**src/rtl/dom_mult_scheduler.sv**
```systemverilog
// dom_mult_scheduler
// Shares one combinational DOM dependent-input GF(2^2) multiplier among NREQ
// requesters. A round-robin arbiter issues at most one op per cycle. Each op
// gets fresh randomness (z0, z1) from an internal LFSR. Operands are
// registered before the multiplier and results are registered after it, so no
// glitchy combinational path leaves the block.
//
// Ports
//   clk, rst                 clock, synchronous active-high reset
//   seed_valid, seed_data    load LFSR seed (zero seed -> LFSR_INIT)
//   req_valid / req_ready    per-requester handshake, req_ready is a one-hot grant
//   req_ax/ay/bx/by          share pairs, requester i uses bits [2i+1:2i]
//   rsp_valid / rsp_ready    result handshake
//   rsp_id, rsp_aq, rsp_bq   requester index and output shares
//   seeded                   LFSR has been loaded since reset
//   op_count                 number of accepted ops, wraps at 16 bits
//
// state   | meaning
// ST_SEED | waiting for the first seed, no grants
// ST_RUN  | arbitrating and issuing ops, seed reloads allowed
module dom_mult_scheduler #(
  parameter int          NREQ      = 4,
  parameter logic [15:0] LFSR_INIT = 16'hACE1
) (
  input  logic              clk,
  input  logic              rst,
  input  logic              seed_valid,
  input  logic [15:0]       seed_data,
  input  logic [NREQ-1:0]   req_valid,
  output logic [NREQ-1:0]   req_ready,
  input  logic [2*NREQ-1:0] req_ax,
  input  logic [2*NREQ-1:0] req_ay,
  input  logic [2*NREQ-1:0] req_bx,
  input  logic [2*NREQ-1:0] req_by,
  output logic              rsp_valid,
  input  logic              rsp_ready,
  output logic [2:0]        rsp_id,
  output logic [1:0]        rsp_aq,
  output logic [1:0]        rsp_bq,
  output logic              seeded,
  output logic [15:0]       op_count
);

  localparam int IW = (NREQ > 1) ? $clog2(NREQ) : 1;

  typedef enum logic {ST_SEED, ST_RUN} state_t;

  state_t        state, state_next;
  logic [15:0]   lfsr;
  logic [IW-1:0] ptr;
  logic [IW-1:0] gnt_idx;
  logic [IW:0]   cand;
  logic [IW:0]   gnt_sel;
  logic          grant;
  logic          can_issue;
  logic          s1_move;
  logic          s1_valid;
  logic [1:0]    s1_ax, s1_ay, s1_bx, s1_by, s1_z0, s1_z1;
  logic [IW-1:0] s1_id;
  logic [1:0]    mul_aq, mul_bq;

  // GF(2^2) with field polynomial x^2 + x + 1
  function automatic logic [1:0] gf4_mul(input logic [1:0] a, input logic [1:0] b);
    logic hi;
    hi = a[1] & b[1];
    return {hi ^ (a[1] & b[0]) ^ (a[0] & b[1]), hi ^ (a[0] & b[0])};
  endfunction

  // Four Fibonacci steps of x^16+x^14+x^13+x^11+1, shifting left
  function automatic logic [15:0] lfsr_adv4(input logic [15:0] v);
    logic [15:0] r;
    r = v;
    for (int i = 0; i < 4; i++) begin
      r = {r[14:0], r[15] ^ r[13] ^ r[12] ^ r[10]};
    end
    return r;
  endfunction

  always_ff @(posedge clk) begin
    if (rst) state <= ST_SEED;
    else     state <= state_next;
  end

  always_comb begin
    state_next = state;
    case (state)
      ST_SEED: if (seed_valid) state_next = ST_RUN;
      ST_RUN:  state_next = ST_RUN;
      default: state_next = ST_SEED;
    endcase
  end

  assign s1_move   = !rsp_valid || rsp_ready;
  assign can_issue = (state == ST_RUN) && (!s1_valid || s1_move);

  // Circular search starting at ptr; the first valid requester wins
  always_comb begin
    grant   = 1'b0;
    gnt_idx = '0;
    cand    = '0;
    for (int k = 0; k < NREQ; k++) begin
      cand = {1'b0, ptr} + (IW+1)'(k);
      if (cand >= (IW+1)'(NREQ)) cand = cand - (IW+1)'(NREQ);
      if (can_issue && !grant && req_valid[cand[IW-1:0]]) begin
        grant   = 1'b1;
        gnt_idx = cand[IW-1:0];
      end
    end
  end

  assign req_ready = grant ? (NREQ'(1) << gnt_idx) : '0;
  assign gnt_sel   = {gnt_idx, 1'b0};

  // Multiplier sees registered operands only
  assign mul_aq = gf4_mul(s1_ax, s1_ay ^ s1_by ^ s1_z0) ^ (gf4_mul(s1_ax, s1_z0) ^ s1_z1);
  assign mul_bq = gf4_mul(s1_bx, s1_by ^ s1_ay ^ s1_z0) ^ (gf4_mul(s1_bx, s1_z0) ^ s1_z1);

  always_ff @(posedge clk) begin
    if (rst) begin
      lfsr      <= LFSR_INIT;
      seeded    <= 1'b0;
      ptr       <= '0;
      op_count  <= '0;
      s1_valid  <= 1'b0;
      s1_ax     <= '0;
      s1_ay     <= '0;
      s1_bx     <= '0;
      s1_by     <= '0;
      s1_z0     <= '0;
      s1_z1     <= '0;
      s1_id     <= '0;
      rsp_valid <= 1'b0;
      rsp_id    <= '0;
      rsp_aq    <= '0;
      rsp_bq    <= '0;
    end else begin
      // A seed load takes priority over the advance of an op accepted this
      // cycle; that op has already captured the pre-load z bits.
      if (seed_valid) begin
        lfsr   <= (seed_data == 16'h0000) ? LFSR_INIT : seed_data;
        seeded <= 1'b1;
      end else if (grant) begin
        lfsr <= lfsr_adv4(lfsr);
      end

      if (!s1_valid || s1_move) s1_valid <= grant;

      if (grant) begin
        s1_ax    <= req_ax[gnt_sel +: 2];
        s1_ay    <= req_ay[gnt_sel +: 2];
        s1_bx    <= req_bx[gnt_sel +: 2];
        s1_by    <= req_by[gnt_sel +: 2];
        s1_z0    <= lfsr[1:0];
        s1_z1    <= lfsr[3:2];
        s1_id    <= gnt_idx;
        ptr      <= (gnt_idx == IW'(NREQ-1)) ? '0 : gnt_idx + IW'(1);
        op_count <= op_count + 16'd1;
      end

      if (s1_move) rsp_valid <= s1_valid;

      if (s1_valid && s1_move) begin
        rsp_id <= 3'(s1_id);
        rsp_aq <= mul_aq;
        rsp_bq <= mul_bq;
      end
    end
  end

endmodule

```
**config.mk**
```make
export PLATFORM = sky130hd
export DESIGN_NAME = dom_mult_scheduler
export DESIGN_NICKNAME = d
export VERILOG_FILES = /design/src/rtl/dom_mult_scheduler.sv
export SDC_FILE = /design/constraint.sdc
export NUM_CORES = 1
export LEC_CHECK = 0
export ABC_AREA = 1
export BUFFER_PORTS_ARGS = -buffer_cell sky130_fd_sc_hd__buf_2
export CORE_MARGIN = 10
export CORE_UTILIZATION = 49
export CTS_CLUSTER_DIAMETER = 50
export DETAILED_ROUTE_END_ITERATION = 7
export GPL_TIMING_DRIVEN = 0
export PLACE_DENSITY_LB_ADDON = 0.08
export SLEW_MARGIN = 15
export SYNTH_ARGS = -nofsm -noshare
export SYNTH_HDL_FRONTEND = slang
export SYNTH_SLANG_ARGS = --single-unit
export TNS_END_PERCENT = 1
```
**constraint.sdc**
```tcl
create_clock -name clk -period 2.06 [get_ports clk]
set_clock_uncertainty 0.05 [all_clocks]
set_input_delay 0.206 -clock clk [delete_from_list [all_inputs] [get_ports clk]]
set_output_delay 0.206 -clock clk [all_outputs]
set_load 0.05 [all_outputs]
```
==> qor.txt, run 1 <==
status: finished, violations left
violated checks: negative setup slack
ANT nets after route: 0
fillcell total: 691
final cell count without fillers: 775
final WL: 10.52 mm
post-synth top area share: 31.78%
Max Slew Vio Count: 0
hold_buf cts: 0
Die X: 106.4 µm
clk_lat worst skew: 0.34 ns
Initial DRT Pass Iterations: 5
TritonCTS clock tree: yes
Area Overhead vs Synth: 30.99%
clk buf depth: 2
Initial Utilization: 50.37%
fin crit period: 2.535 ns
Fmax: 394.5 MHz
crit path cell chain: buf_8 -> clkinv_8 -> nand2_2 -> nand3_4 -> nand2_4 -> buf_4 -> nor2_1 -> nor2_1 -> nand2_1 -> nor2_4 -> inv_4 -> buf_4 -> nand2_4 -> clkinvlp_4 -> buf_8
final period utilization: 123.0%
top post-synthesis cells by area: dfxtp_1 32%, nand2_1 14%, inv_1 8.6%
Die Ht: 106.4 µm
critical path class: flop to output pin
vias per cell: 5.001
DR WL/cell: 13.58 µm
io pins: 85
max cap viols: 0
Pwr per Cell Area: 1320 nW/µm²
min setup slack post-route: -0.4746 ns
FP Rows: 31
global-route wire length before repair: 17.53 mm
Antenna diodes: 0
finished layout cell area: 4786 µm²
syn nets: 618
slowest stage delay, CP: 0.33 ns
FF+latch area: 1170 µm²
number of global-route vias before repair: 3,875
FFs w/ async S/R, synth: 0%
Top FF cell, synth: dfxtp_1
CP startpoint kind: flop
Final TNS setup: -3.896 ns
DRC errors left: 0
initial drt markers: 177
setup violators final: 16
Num CTS Buffers: 9
Leak: 2.341 nW
worst rel slew slack: 63.83%
most common cell in the synthesized netlist: nand2_1
H-Tree Depth: 3
final hold violation count: 0
RePlAce Congestion: 0.8640
worst slew pin tran: 0.5426 ns
via count: 3,876
total track usage: 18.46%
CP Max Fanout: 10
largest net degree at the start of global routing: 11
post-placement cell count: 742
Yosys warning count: 0
Hold Path Class: input pin to flop
# clock sinks: 58
CP max-delay cell: dfxtp_2
Core ar.: 7253 µm²
clock root buffer: clkbuf_8
Setup crit end kind: output pin
instance area at placement: 4285 µm²
required time worst endpoint: 1.80 ns
Design Power: 6.315 mW
Synth cell types: 41
cell area after synthesis: 3654 µm²
Die Footprint: 11,310 µm²
Post-synth EDFFs: 0
total grt overflow: 0
Yosys top cell by area: dfxtp_1
VDD IR max: 617.6 µV
multi-input logic area: 2185 µm²
clock transition at the registers of the reported paths: 0.06 ns
biggest regs: lfsr x16, op_count x16
Arr. time, crit path: 2.28 ns
HPWL Detailed: 7.867 mm
most frequent cells after synthesis: 139 x nand2_1, 84 x inv_1, 58 x dfxtp_1
number of I/O port buffers: 83
Seq cells post-synth: 58
sequential area share after synthesis: 31.78%
RSZ-0062 raised after global routing: yes
number of antenna violations at the first check in global routing: 0
share of cells above drive strength 1: 27.66%
Mean Syn Cell Area: 6.524 µm²
Synth Instances: 560
setup slack, reg-to-reg: -0.28 ns
Nets: 729
[power by group]
part / internal (mW) / switching (mW)
clock network: 0.496 / 0.432
logic: 1.44 / 2.28
registers: 1.41 / 0.250
total: 3.35 / 2.97
[kinds of logic (layout without fill, tap and decap cells)]
logic type      after synthesis  after routing  synth area share [%]
compound gates               82             82                 12.60
xor+xnor                     28             28                 6.712
fa+ha+maj                     2              2                0.6848
buf+inv                     111            227                 13.60
flops                        58             58                 31.78
mux                           2              2                0.5480
other cells                   1              1                0.1026
simple gates                276            276                 33.97
[stage by stage]
stage / worst slack (ns) / hold slack, ns / utilization (%)
after CTS: -0.4386 / 0.07256 / 64.05
after global routing: -0.6030 / 0.08641 / 65.98
final: -0.4746 / 0.08847 / 65.98
after global placement: -0.2930 / 0.4002 / 59.08
after detailed placement: -0.3183 / 0.4124 / 59.08
after floorplan: -0.02832 / 0.3066 / -
[routing by layer]
metal	vias to the layer above	GRT usage, %	part of all wire (%)
met4	0	5.803	1.4
met2	106	31.49	49
met5	-	0	0
met1	1753	22.05	43
met3	12	4.952	5.9
li1	2005	-	-
[repair_timing]
action / CTS / global route
resized for setup: 23 / 31
endpoints found under the setup margin: 5 / 27
pin swaps: 11 / 13
buffers inserted: 12 / 5
[cell type report]
cell class / count / area share [%]
plain buffers: 21 / 3.791
clock buffers: 13 / 3.320
clock inverters: 3 / 0.3137
inverters: 90 / 7.608
multi-input cells: 391 / 45.65
flip-flops and latches: 58 / 24.44
well taps: 99 / 2.588
repair buffers: 100 / 12.29
[placed cells by master (no fill, tap or decap), types with 3 or more instances in the layout]
cell and count:
nand2_1 123, inv_1 80, buf_2 80, dfxtp_1 55, nand3_1 50, nor2_1 36, o21ai_0 36, a21oi_1 26
nand2_2 21, buf_4 21, xor2_1 16, xnor2_1 12, clkbuf_8 11, clkbuf_1 8, nor3_1 8, nand3b_1 8
buf_8 7, a31oi_1 6, nand3_2 5, buf_6 5, inv_4 4, nand4_1 4, o21ai_1 4, nor4_1 4
o221ai_1 4, nand2_4 3, nand3_4 3, nor2_2 3, clkinv_2 3
[path summary, 6_finish.rpt]
check,from,to,cells past startpoint
hold / removal,seed_data[7],lfsr[7],3
hold reg to reg,s1_id[0],s1_id[0],2
setup reg to reg,ptr[0],s1_ax[0],16
setup / recovery,ptr[0],req_ready[3],15
[worst max-delay path, delay by kind of cell (launching register included)]
family                 cells  cell delay (ns)
buffers and inverters      7             0.85
and+or+nand+nor            8             0.75
DFF                        1             0.33
No activity file was read; power rests on OpenSTA's default activity.
==> run 2: changes to the inputs <==
--- a/config.mk
+++ b/config.mk
@@ -11,7 +11,6 @@
 export CORE_UTILIZATION = 49
 export CTS_CLUSTER_DIAMETER = 50
 export DETAILED_ROUTE_END_ITERATION = 7
-export GPL_TIMING_DRIVEN = 0
 export PLACE_DENSITY_LB_ADDON = 0.08
 export SLEW_MARGIN = 15
 export SYNTH_ARGS = -nofsm -noshare
==> run 2 against run 1 <==
Compared with the run above:
- the run still ends with negative setup slack left
- cell count down 1.9%
- setup slack gained 0.27 ns
- critical endpoint unchanged
- non-clock buffer count decreased by 14
- largest power group unchanged
- core utilization shrank 3.0 points
==> qor.txt, run 2 (synthesized netlist as in run 1, its figures left out) <==
status: finished, violations left
violated checks: negative setup slack
Initial Utilization: 50.37%
required time worst endpoint: 1.80 ns
Antenna diodes: 0
Num CTS Buffers: 9
share of cells above drive strength 1: 26.32%
via count: 3,746
ANT nets after route: 0
Final TNS setup: -0.7057 ns
clk buf depth: 2
DR WL/cell: 12.66 µm
vias per cell: 4.929
largest net degree at the start of global routing: 38
Nets: 715
Pwr per Cell Area: 1287 nW/µm²
setup violators final: 4
Fmax: 441.1 MHz
pre-CTS setup slack: -0.1341 ns
# clock sinks: 58
H-Tree Depth: 3
HPWL Detailed: 7.264 mm
post-placement cell count: 739
VDD IR max: 537.4 µV
min setup slack post-route: -0.2073 ns
final WL: 9.618 mm
Critical Path Source: ptr[0]
critical path class: flop to output pin
Die Footprint: 11,310 µm²
io pins: 85
FF-to-FF End: s1_by[0]
reg2reg start: ptr[0]
total track usage: 16.70%
TritonCTS clock tree: yes
Design Power: 5.880 mW
Core Util, Final: 63.00%
RePlAce Congestion: 0.8710
hold path endpoint: lfsr[6]
Initial DRT Pass Iterations: 4
multi-input logic area: 2113 µm²
fin crit period: 2.267 ns
global-route wire length before repair: 16.22 mm
max cap viols: 0
CP Max Fanout: 8
most frequent cells in the layout: 128 x nand2_1, 81 x inv_1, 79 x buf_2
number of I/O port buffers: 83
clock root buffer: clkbuf_8
Setup crit end kind: output pin
number of global-route vias before repair: 3,671
total grt overflow: 0
Die X: 106.4 µm
number of antenna violations at the first check in global routing: 0
Arr. time, crit path: 2.01 ns
most common cell after layout, fill and taps aside: nand2_1
RSZ-0062 raised after global routing: yes
biggest regs: lfsr x16, op_count x16
setup slack, reg-to-reg: 0.09 ns
finished layout cell area: 4569 µm²
Core ar.: 7253 µm²
Area Overhead vs Synth: 25.07%
final hold violation count: 0
Leak: 2.266 nW
hold path cells: 3
FF+latch area: 1172 µm²
Max Slew Vio Count: 0
CP startpoint kind: flop
DRC errors left: 0
initial drt markers: 134
Hold Slack: 0.07650 ns
FP Rows: 31
clock transition at the registers of the reported paths: 0.07 ns
final period utilization: 110.1%
clk_lat worst skew: 0.33 ns
R2R depth: 16
instance area at placement: 4265 µm²
fillcell total: 705
HP Start: seed_data[6]
final cell count without fillers: 760
Die Ht: 106.4 µm
Hold Path Class: input pin to flop
==> run 2: changes by cell type in the layout (fill, tap and decap cells not counted), moves of 3 or more <==
cell / previous run / this run
nand3_2: 5 / 10
nand3_4: 3 / 0
nand2_2: 21 / 17
buf_8: 7 / 1
clkbuf_1: 8 / 1
nand2_1: 123 / 128
==> run 2: final cells by class <==
cell class / count / share of cell area [%]
clock buffer: 12 / 3.395
sequential: 58 / 25.66
clock inverter: 3 / 0.3286
multi-input combinational: 391 / 46.25
tap: 99 / 2.711
timing repair buffer: 107 / 13.75
inverter: 90 / 7.913
==> run 2: worst max path at each step <==
stage | cells after the start | slack, ns | endpoint
floorplan | 13 | -0.03 | req_ready[0]
global placement | 12 | -0.06 | req_ready[3]
detailed placement | 14 | -0.13 | s1_bx[0]
CTS | 14 | -0.21 | req_ready[3]
global route | 14 | -0.34 | req_ready[3]
finish | 14 | -0.21 | req_ready[3]
==> run 2: timing repair <==
action / 4_1_cts / 5_1_grt
setup endpoints to repair: 42 / 40
hold buffers: 0 / 0
cloned: 0 / 0
setup buffers: 2 / 4
endpoints found under the hold margin: 0 / 0
resized for setup: 12 / 20
pin swaps: 2 / 10
==> run 2: critical path: stages (launching register included) <==
cell and delay, ns:
dfxtp_4 0.39, inv_8 0.09, nand2_2 0.05, nand2_2 0.08, nand2_2 0.08, nand2_4 0.10, nand4_1 0.16, inv_1 0.08
nand2_1 0.06, nand2_1 0.07, nand2_2 0.05, ha_2 0.17, nand2_2 0.07, clkinvlp_4 0.08, buf_8 0.15
==> run 2: report_power, final <==
part	switching, mW	internal [mW]	leakage, nW
combinational	2.07	1.21	1.69
clock	0.423	0.489	0.0920
sequential	0.276	1.41	0.480
total	2.77	3.11	2.27
==> run 2: routing by layer <==
metal | global-route usage, % | share of wire (%) | wire, µm | vias to the layer above
met1 | 20.14 | 46 | 4461 | 1672
li1 | - | - | - | 1983
met2 | 28.45 | 48 | 4606 | 85
met3 | 4.771 | 5.1 | 489 | 6
met5 | 0 | 0 | 0 | -
met4 | 4.352 | 0.63 | 61 | 0
==> run 3: changes to the inputs <==
--- a/config.mk
+++ b/config.mk
@@ -5,7 +5,6 @@
 export SDC_FILE = /design/constraint.sdc
 export NUM_CORES = 1
 export LEC_CHECK = 0
-export ABC_AREA = 1
 export BUFFER_PORTS_ARGS = -buffer_cell sky130_fd_sc_hd__buf_2
 export CORE_MARGIN = 10
 export CORE_UTILIZATION = 49
==> run 3 against run 2 <==
Compared with the run above:
- the flow still finishes with violations (negative setup slack)
- hold slack better by 0.014 ns
- non-clock buffer count down 2
- cell count down 15%
- fmax up 3.7%
- global-route usage down 0.27 points
- setup slack better by 0.081 ns
- core utilization down 1.0 points
- synthesized cell count down 20%
- register-to-register slack about the same
- combinational power down 78%
==> qor.txt, run 3 <==
RePlAce Congestion: 0.7992
Post-synth EDFFs: 0
number of global-route vias before repair: 3,389
fillcell total: 666
FP Rows: 31
HP Start: seed_data[4]
# clock sinks: 58
critical path class: flop to output pin
RSZ-0062 raised after global routing: yes
Synth Instances: 450
FF-to-FF End: s1_ax[0]
status: finished, violations left
violated checks: negative setup slack
DRC errors left: 0
Comb power frac: 23.7%
Die Footprint: 11,210 µm²
most common cell after layout, fill and taps aside: buf_2
vias per cell: 5.349
required time worst endpoint: 1.80 ns
most frequent cells in the layout: 79 x buf_2, 67 x nor2_1, 53 x dfxtp_1
Int Pwr: 2.099 mW
Top Family by Delay on Critical Path: simple AND/OR/NAND/NOR gates
Core Util, Final: 61.97%
io pins: 85
Reg power frac: 41.7%
final hold violation count: 0
Pwr per Cell Area: 671.0 nW/µm²
max cap viols: 0
clk buf depth: 2
setup slack, reg-to-reg: 0.08 ns
hold path endpoint: lfsr[4]
Synth cell types: 51
via count: 3,445
Initial DRT Pass Iterations: 4
most common cell in the synthesized netlist: nor2_1
syn nets: 508
HPWL Detailed: 6.988 mm
number of I/O port buffers: 83
clk_lat worst skew: 0.33 ns
sequential area share after synthesis: 32.13%
fin crit period: 2.186 ns
clock root buffer: clkbuf_8
Fmax: 457.5 MHz
Hold Path Class: input pin to flop
biggest regs: lfsr x16, op_count x16
Mean Syn Cell Area: 8.030 µm²
XOR/XNOR share of the synthesized area: 9.349%
Post-Synth Simple-Gate Area: 28.05%
reg2reg start: ptr[1]
post-placement cell count: 626
mux cell area share after synthesis: 8.033%
Sw Share: 30.04%
min setup slack post-route: -0.1260 ns
clock transition at the registers of the reported paths: 0.07 ns
Yosys top cell by area: dfxtp_1
number of antenna violations at the first check in global routing: 0
final period utilization: 106.1%
Final TNS setup: -0.2526 ns
final cell count without fillers: 644
FFs w/ async S/R, synth: 0%
finished layout cell area: 4471 µm²
global-route wire length before repair: 15.69 mm
H-Tree Depth: 3
Die Ht: 105.9 µm
setup violators final: 3
P_sw: 0.9010 mW
Num CTS Buffers: 9
CP Max Fanout: 8
Yosys warning count: 0
Worst Path Buf+Inv: 1
post-synth top area share: 32.13%
largest net degree at the start of global routing: 38
Top FF cell, synth: dfxtp_1
most frequent cells after synthesis: 67 x nor2_1, 58 x dfxtp_1, 41 x nand2_1
hold path cells: 3
initial drt markers: 146
total grt overflow: 0
Clk pwr share: 34.6%
instance area at placement: 4189 µm²
Nets: 598
Hold Slack: 0.09048 ns
DR WL/cell: 14.62 µm
Arr. time, crit path: 1.93 ns
Seq cells post-synth: 58
slowest stage delay, CP: 0.40 ns
final WL: 9.413 mm
Post-Synth Adder-Cell Area: 0.6925%
Initial Utilization: 50.09%
largest family of logic cells by synthesized area: simple AND/OR/NAND/NOR gates
Area Overhead vs Synth: 23.72%
total track usage: 16.44%
share of cells above drive strength 1: 27.34%
CP max-delay cell: dfxtp_4
cell area after synthesis: 3613 µm²
worst slew pin tran: 0.6758 ns
Setup crit end kind: output pin
VDD IR max: 381.8 µV
ANT nets after route: 0
Antenna diodes: 0
Compound-Gate Fraction of Synth Area: 16.52%
Max Slew Vio Count: 0
R2R depth: 8
top post-synthesis cells by area: dfxtp_1 32%, nor2_1 7.0%, xnor2_1 6.3%
Die X: 105.9 µm
crit path cell chain: nand2b_4 -> a21oi_4 -> or2_4 -> a211oi_4 -> ha_2 -> and2_4 -> buf_8
worst rel slew slack: 54.95%
Leak: 1.889 nW
Core ar.: 7214 µm²
TritonCTS clock tree: yes
CP startpoint kind: flop
run 3: final cells by class:
cell class,count,area [µm²],area share (%)
clock buffers,11,141.4,3.163
clock inverters,5,53.80,1.203
flip-flops and latches,58,1170,26.17
multi-input cells,358,2326,52.03
repair buffers,105,625.6,13.99
inverters,8,30.03,0.6717
well taps,99,123.9,2.771
run 3: timing repair:
action,in CTS,in global routing
pin swaps,5,5
resized for setup,15,7
endpoints found under the setup margin,4,11
hold buffers,0,0
setup buffers,2,0
run 3: routing by layer:
| layer | vias up | wire length, µm | GRT usage (%) |
|---|---|---|---|
| li1 | 1752 | - | - |
| met1 | 1616 | 4208 | 19.80 |
| met2 | 72 | 4596 | 27.74 |
| met3 | 5 | 558 | 5.786 |
| met4 | 0 | 49 | 3.095 |
| met5 | - | 0 | 0 |
run 3: worst register-to-register path: cells and delay by family (launching register included):
kind                   cells  cell delay [ns]
AND/OR/NAND/NOR            3             0.55
AO/OA/AOI/OAI              3             0.55
flip-flops                 1             0.40
buffers and inverters      2             0.31
run 3: how the worst max path moves through the flow:
| stage | start | endpoint | cells past startpoint |
|---|---|---|---|
| 2_1_floorplan | ptr[1] | req_ready[3] | 8 |
| 4_1_cts | ptr[1] | req_ready[3] | 7 |
| 3_5_place_dp | req_valid[0] | op_count[14] | 7 |
| 5_1_grt | ptr[1] | req_ready[3] | 7 |
| 3_3_place_gp | op_count[6] | op_count[15] | 6 |
| 6_report | ptr[1] | req_ready[3] | 7 |
run 3: logic make-up (layout without fill, tap and decap cells):
kind of cell	after synthesis	after routing
flops	58	58
compound gates	89	89
xor+xnor	37	37
fa+ha+maj	2	2
mux	28	28
simple gates	201	201
buf+inv	34	129
other cells	1	1
run 3: stage by stage:
step	total power, mW	setup WS, ns
after floorplan	1.773	-0.01439
after global placement	1.956	0.09015
after detailed placement	1.966	0.05528
after CTS	3.028	-0.1635
after global routing	3.163	-0.2210
final	3.000	-0.1260
run 3: power groups by stage:
stage          registers [mW]  logic, mW  clock network (mW)
5_1_grt                  1.26      0.786                1.12
6_report                 1.25      0.711                1.04
3_5_place_dp             1.28      0.689                   0
4_1_cts                  1.25      0.710                1.07
3_3_place_gp             1.28      0.681                   0
2_1_floorplan            1.29      0.480                   0
